$ cat config.mk
export PLATFORM = sky130hd
export DESIGN_NAME = baverage_alarm
export DESIGN_NICKNAME = d
export VERILOG_FILES = /design/src/rtl/baverage_alarm_pkg.sv /design/src/rtl/baverage_alarm_sat_counter.sv /design/src/rtl/baverage_alarm.sv
export SDC_FILE = /design/constraint.sdc
export NUM_CORES = 1
export LEC_CHECK = 0
export BUFFER_PORTS_ARGS = -buffer_cell sky130_fd_sc_hd__buf_2
export CAP_MARGIN = 15
export CORE_AREA = 2 2 39 41
export CTS_CLUSTER_DIAMETER = 50
export DETAILED_ROUTE_END_ITERATION = 12
export DIE_AREA = 0 0 41 43
export PLACE_DENSITY = 0.65
export SLEW_MARGIN = 10
export SYNTH_ARGS = -nofsm -noshare
export SYNTH_HDL_FRONTEND = slang
export SYNTH_SLANG_ARGS = --single-unit
export TNS_END_PERCENT = 20
$ cat constraint.sdc
create_clock -name clk -period 1.3 [get_ports clk]
set_input_delay 0.26 -clock clk [delete_from_list [all_inputs] [get_ports clk]]
set_output_delay 0.26 -clock clk [all_outputs]
set_load 0.02 [all_outputs]
$ cat src/rtl/baverage_alarm_pkg.sv
// Shared types and sizing helpers for the baverage alarm debouncer.
package baverage_alarm_pkg;

  typedef enum logic [1:0] {
    IDLE      = 2'd0,
    ARMING    = 2'd1,
    ALARM     = 2'd2,
    RELEASING = 2'd3
  } alarm_state_t;

  // Run counter must hold values up to the larger of the two thresholds.
  function automatic int run_width(input int hold, input int release_n);
    int m;
    m = (hold > release_n) ? hold : release_n;
    return (m < 1) ? 1 : $clog2(m + 1);
  endfunction

endpackage

$ cat src/rtl/baverage_alarm_sat_counter.sv
// Saturating up-counter; holds at all-ones once reached.
module sat_counter #(
  parameter int W = 4
) (
  input  logic         clk,
  input  logic         rst,
  input  logic         inc,
  output logic [W-1:0] q
);

  always_ff @(posedge clk) begin
    if (rst) begin
      q <= '0;
    end else if (inc && (q != {W{1'b1}})) begin
      q <= q + W'(1);
    end
  end

endmodule

$ cat src/rtl/baverage_alarm.sv
// Debounces the baverage threshold flag into a hysteretic alarm with a
// sticky acknowledged copy and a saturating episode counter.
module baverage_alarm
  import baverage_alarm_pkg::*;
#(
  parameter int HOLD    = 3,
  parameter int RELEASE = 2,
  parameter int CNT_W   = 4
) (
  input  logic             clk,
  input  logic             rst,
  input  logic             y,
  input  logic             ack,
  output logic             alarm,
  output logic             alarm_latched,
  output logic [CNT_W-1:0] event_count
);

  localparam int RUN_W = run_width(HOLD, RELEASE);

  alarm_state_t     state;
  logic [RUN_W-1:0] run;
  logic [RUN_W-1:0] run_inc;
  logic             hold_done;
  logic             release_done;
  logic             rise;

  assign run_inc      = run + RUN_W'(1);
  assign hold_done    = (run_inc == RUN_W'(HOLD));
  assign release_done = (run_inc == RUN_W'(RELEASE));

  // A rise is any entry into ALARM from IDLE or ARMING; RELEASING->ALARM is not.
  always_comb begin
    rise = 1'b0;
    case (state)
      IDLE:    rise = y && (HOLD == 1);
      ARMING:  rise = y && hold_done;
      default: rise = 1'b0;
    endcase
  end

  always_ff @(posedge clk) begin
    if (rst) begin
      state         <= IDLE;
      run           <= '0;
      alarm         <= 1'b0;
      alarm_latched <= 1'b0;
    end else begin
      case (state)
        IDLE: begin
          if (y) begin
            if (HOLD == 1) begin
              state <= ALARM;
              run   <= '0;
              alarm <= 1'b1;
            end else begin
              state <= ARMING;
              run   <= RUN_W'(1);
            end
          end
        end
        ARMING: begin
          if (!y) begin
            state <= IDLE;
            run   <= '0;
          end else if (hold_done) begin
            state <= ALARM;
            run   <= '0;
            alarm <= 1'b1;
          end else begin
            run <= run_inc;
          end
        end
        ALARM: begin
          if (!y) begin
            if (RELEASE == 1) begin
              state <= IDLE;
              run   <= '0;
              alarm <= 1'b0;
            end else begin
              state <= RELEASING;
              run   <= RUN_W'(1);
            end
          end
        end
        RELEASING: begin
          if (y) begin
            state <= ALARM;
            run   <= '0;
          end else if (release_done) begin
            state <= IDLE;
            run   <= '0;
            alarm <= 1'b0;
          end else begin
            run <= run_inc;
          end
        end
        default: begin
          state <= IDLE;
          run   <= '0;
          alarm <= 1'b0;
        end
      endcase

      // A set on a rise edge beats a simultaneous acknowledge.
      if (rise) begin
        alarm_latched <= 1'b1;
      end else if (ack && !alarm) begin
        alarm_latched <= 1'b0;
      end
    end
  end

  sat_counter #(.W(CNT_W)) u_event_cnt (
    .clk (clk),
    .rst (rst),
    .inc (rise),
    .q   (event_count)
  );

endmodule
==> run metrics <==
Layout Cell Area excl Fill 694 um2; clk root buf clkbuf_4; FF+latch count, synth 10; non-filler instance count after layout 89; Initial DRC Count 8; asr flop ratio synth 0; worst endpoint data arrival time 1.40 ns; final RePlAce weighted congestion 0.727; routed wire length 1.07 mm; nets 79; total grt overflow 0; IO buf count 9; final hold slack 0.303 ns; Syn Nets 60; num ports 10; outcome complete, no violations; RSZ-0062 raised after global routing false; Reg clk slew, reported paths 0.07 ns; vias after detailed routing 478; CP Cell Sequence nand4b_4 -> a311oi_4 -> mux2_4; Syn Area/Cell 9.85 um2; final slew viol count 0; layout cells sized above 1 0.397; Hold Crit Start rst; worst r2r dst u_event_cnt.q[0]; CP max FO 3; Final Util 0.502; Final Critical Period 1.24 ns; largest cells by area after synthesis dfxtp_1 (37%), a311oi_4 (4.8%), and4bb_2 (4.6%), nand4b_4 (4.4%), a21oi_1 (3.7%); Final Cycle Share 0.957; CTS Sinks 10; Worst R2R Path Depth 3; Antenna Violating Nets Remaining 0; r2r setup slk 0.06 ns; vias in the first global route 430; Mapped Area 542 um2; Worst Path Required 1.46 ns; P_leak 0.313 nW; post-synthesis cell count 55; startpoint class of the critical path flip-flop; Netlist cell types 30; top cells by count, synth dfxtp_1 (10), a21oi_1 (4), nand2_1 (4); Overall Power 598 uW; WS Path Type reg -> reg; Area growth, synth to finish 28.2%; critical path's slowest cell dfxtp_1; Final Hold Viols 0; area share of the largest cell type after synthesis 0.370; initial antenna violation count 0; Core Rows 14; Core ar. 1380 um2; WL/cell 12.0 um; Die Y 43 um; CP top delay family flip-flops; buffers plus inverters on the worst setup path 0; Synth Warn # 0; dominant cell type by area after synthesis dfxtp_1; Remaining DRCs 0; DR vias/cell 5.37; CTS tree done; later-pin clock latency in the skew report 0.27 ns; wire length of the first global-routing pass 1.80 mm; hold buffers post-CTS 0; setup violators final 0; Worst-Margin Slew 0.358 ns; peak supply drop 0.000500 V; pre-CTS setup slack 0.0324 ns; GRT Resource Usage Total 0.151; first-pass iteration count of the detailed router 4; worst hold path endpoint alarm; Final WS setup 0.0555 ns; Worst Hold Class in -> reg; placed cells 85; Hold Path Cell Cnt 2; Ant. Diodes 0; Cell Area, Placed 668 um2; pin count of the biggest net entering global routing 13; Die Area 1760 um2; Resized cells post-CTS 0; Cell Pwr Density 861 nW/um2; Die X 41 um; clk buf depth 2; hpwl dp 786 um; EDFF count, synth 0; CP max stage delay 0.40 ns; final setup skew 0.00155 ns; MaxCap Viol Count 0; number of H-tree levels 1; R2R Path Start state[0]; Fin Setup TNS 0 ns; cts bufs inserted 3; register area share after synthesis 0.370; initial core utilization 0.392; Slew HR 0.761; CP endpoint kind flip-flop; Post-CTS Setup Bufs 0; maximum clock frequency 804 MHz; most numerous cell in the Yosys netlist dfxtp_1; top_reg_cell synth dfxtp_1
[kinds of logic after synthesis]
kind of cell             share of synthesized area
AO/OA/AOI/OAI                                0.208
AND/OR/NAND/NOR                              0.293
XOR/XNOR                                    0.0162
multiplexers                                0.0462
flip-flops                                   0.370
adder cells (fa/ha/maj)                     0.0231
buffers and inverters                       0.0439
[final cells by class]
class,count,area [um2]
timing repair buffer,17,105
sequential,10,205
clock buffer,4,26.3
multi-input combinational,40,330
fill,140,689
tap,16,20.0
inverter,2,7.51
[sequential cells by signal, indices dropped and copies added, names as in the netlist, named ones only]
name           count
alarm_latched      1
u_event_cnt.q      4
alarm              1
state              1
run                2
[how the worst max path moves through the flow]
stage / start / end / slack [ns] / cells past startpoint
global route: state[0] / u_event_cnt.q[1] / 0.009 / 4
finish: state[0] / u_event_cnt.q[0] / 0.06 / 3
CTS: u_event_cnt.q[0] / u_event_cnt.q[0] / 0.01 / 3
detailed placement: u_event_cnt.q[0] / u_event_cnt.q[0] / 0.03 / 3
global placement: u_event_cnt.q[0] / u_event_cnt.q[0] / 0.05 / 3
floorplan: u_event_cnt.q[0] / u_event_cnt.q[0] / 0.002 / 3
[cells in the final DEF, fill, tap and decap left out, types with 2 or more instances in the layout]
cell type | netlist | routed
clkbuf_4 | 0 | 3
and4bb_2 | 2 | 2
nand2b_1 | 2 | 2
a31oi_1 | 2 | 2
a21oi_1 | 4 | 4
nand2_1 | 4 | 4
nand3b_1 | 2 | 2
dfxtp_1 | 10 | 8
and4b_1 | 2 | 2
nor2_1 | 2 | 2
buf_2 | 1 | 9
buf_4 | 1 | 8
nor2b_1 | 2 | 2
inv_1 | 2 | 2
o21ai_0 | 3 | 3
[power by group]
group | switching (mW) | total, mW | internal (mW) | leakage [nW]
clock network | 0.115 | 0.234 | 0.119 | 0.0150
registers | 0.0104 | 0.320 | 0.309 | 0.0825
logic | 0.0221 | 0.0446 | 0.0224 | 0.215
[worst register-to-register path: stages (launching register included)]
cell and delay, ns:
dfxtp_1 0.40, nand4b_4 0.14, a311oi_4 0.27, mux2_4 0.32
[metal layers]
metal,GRT usage,vias to the layer above,wire [um]
met1,0.192,223,512
met2,0.219,10,498
met3,0.0628,2,44
met5,0,-,0
met4,0.0600,0,11
li1,-,243,-
(Power assumes the default switching activity.)
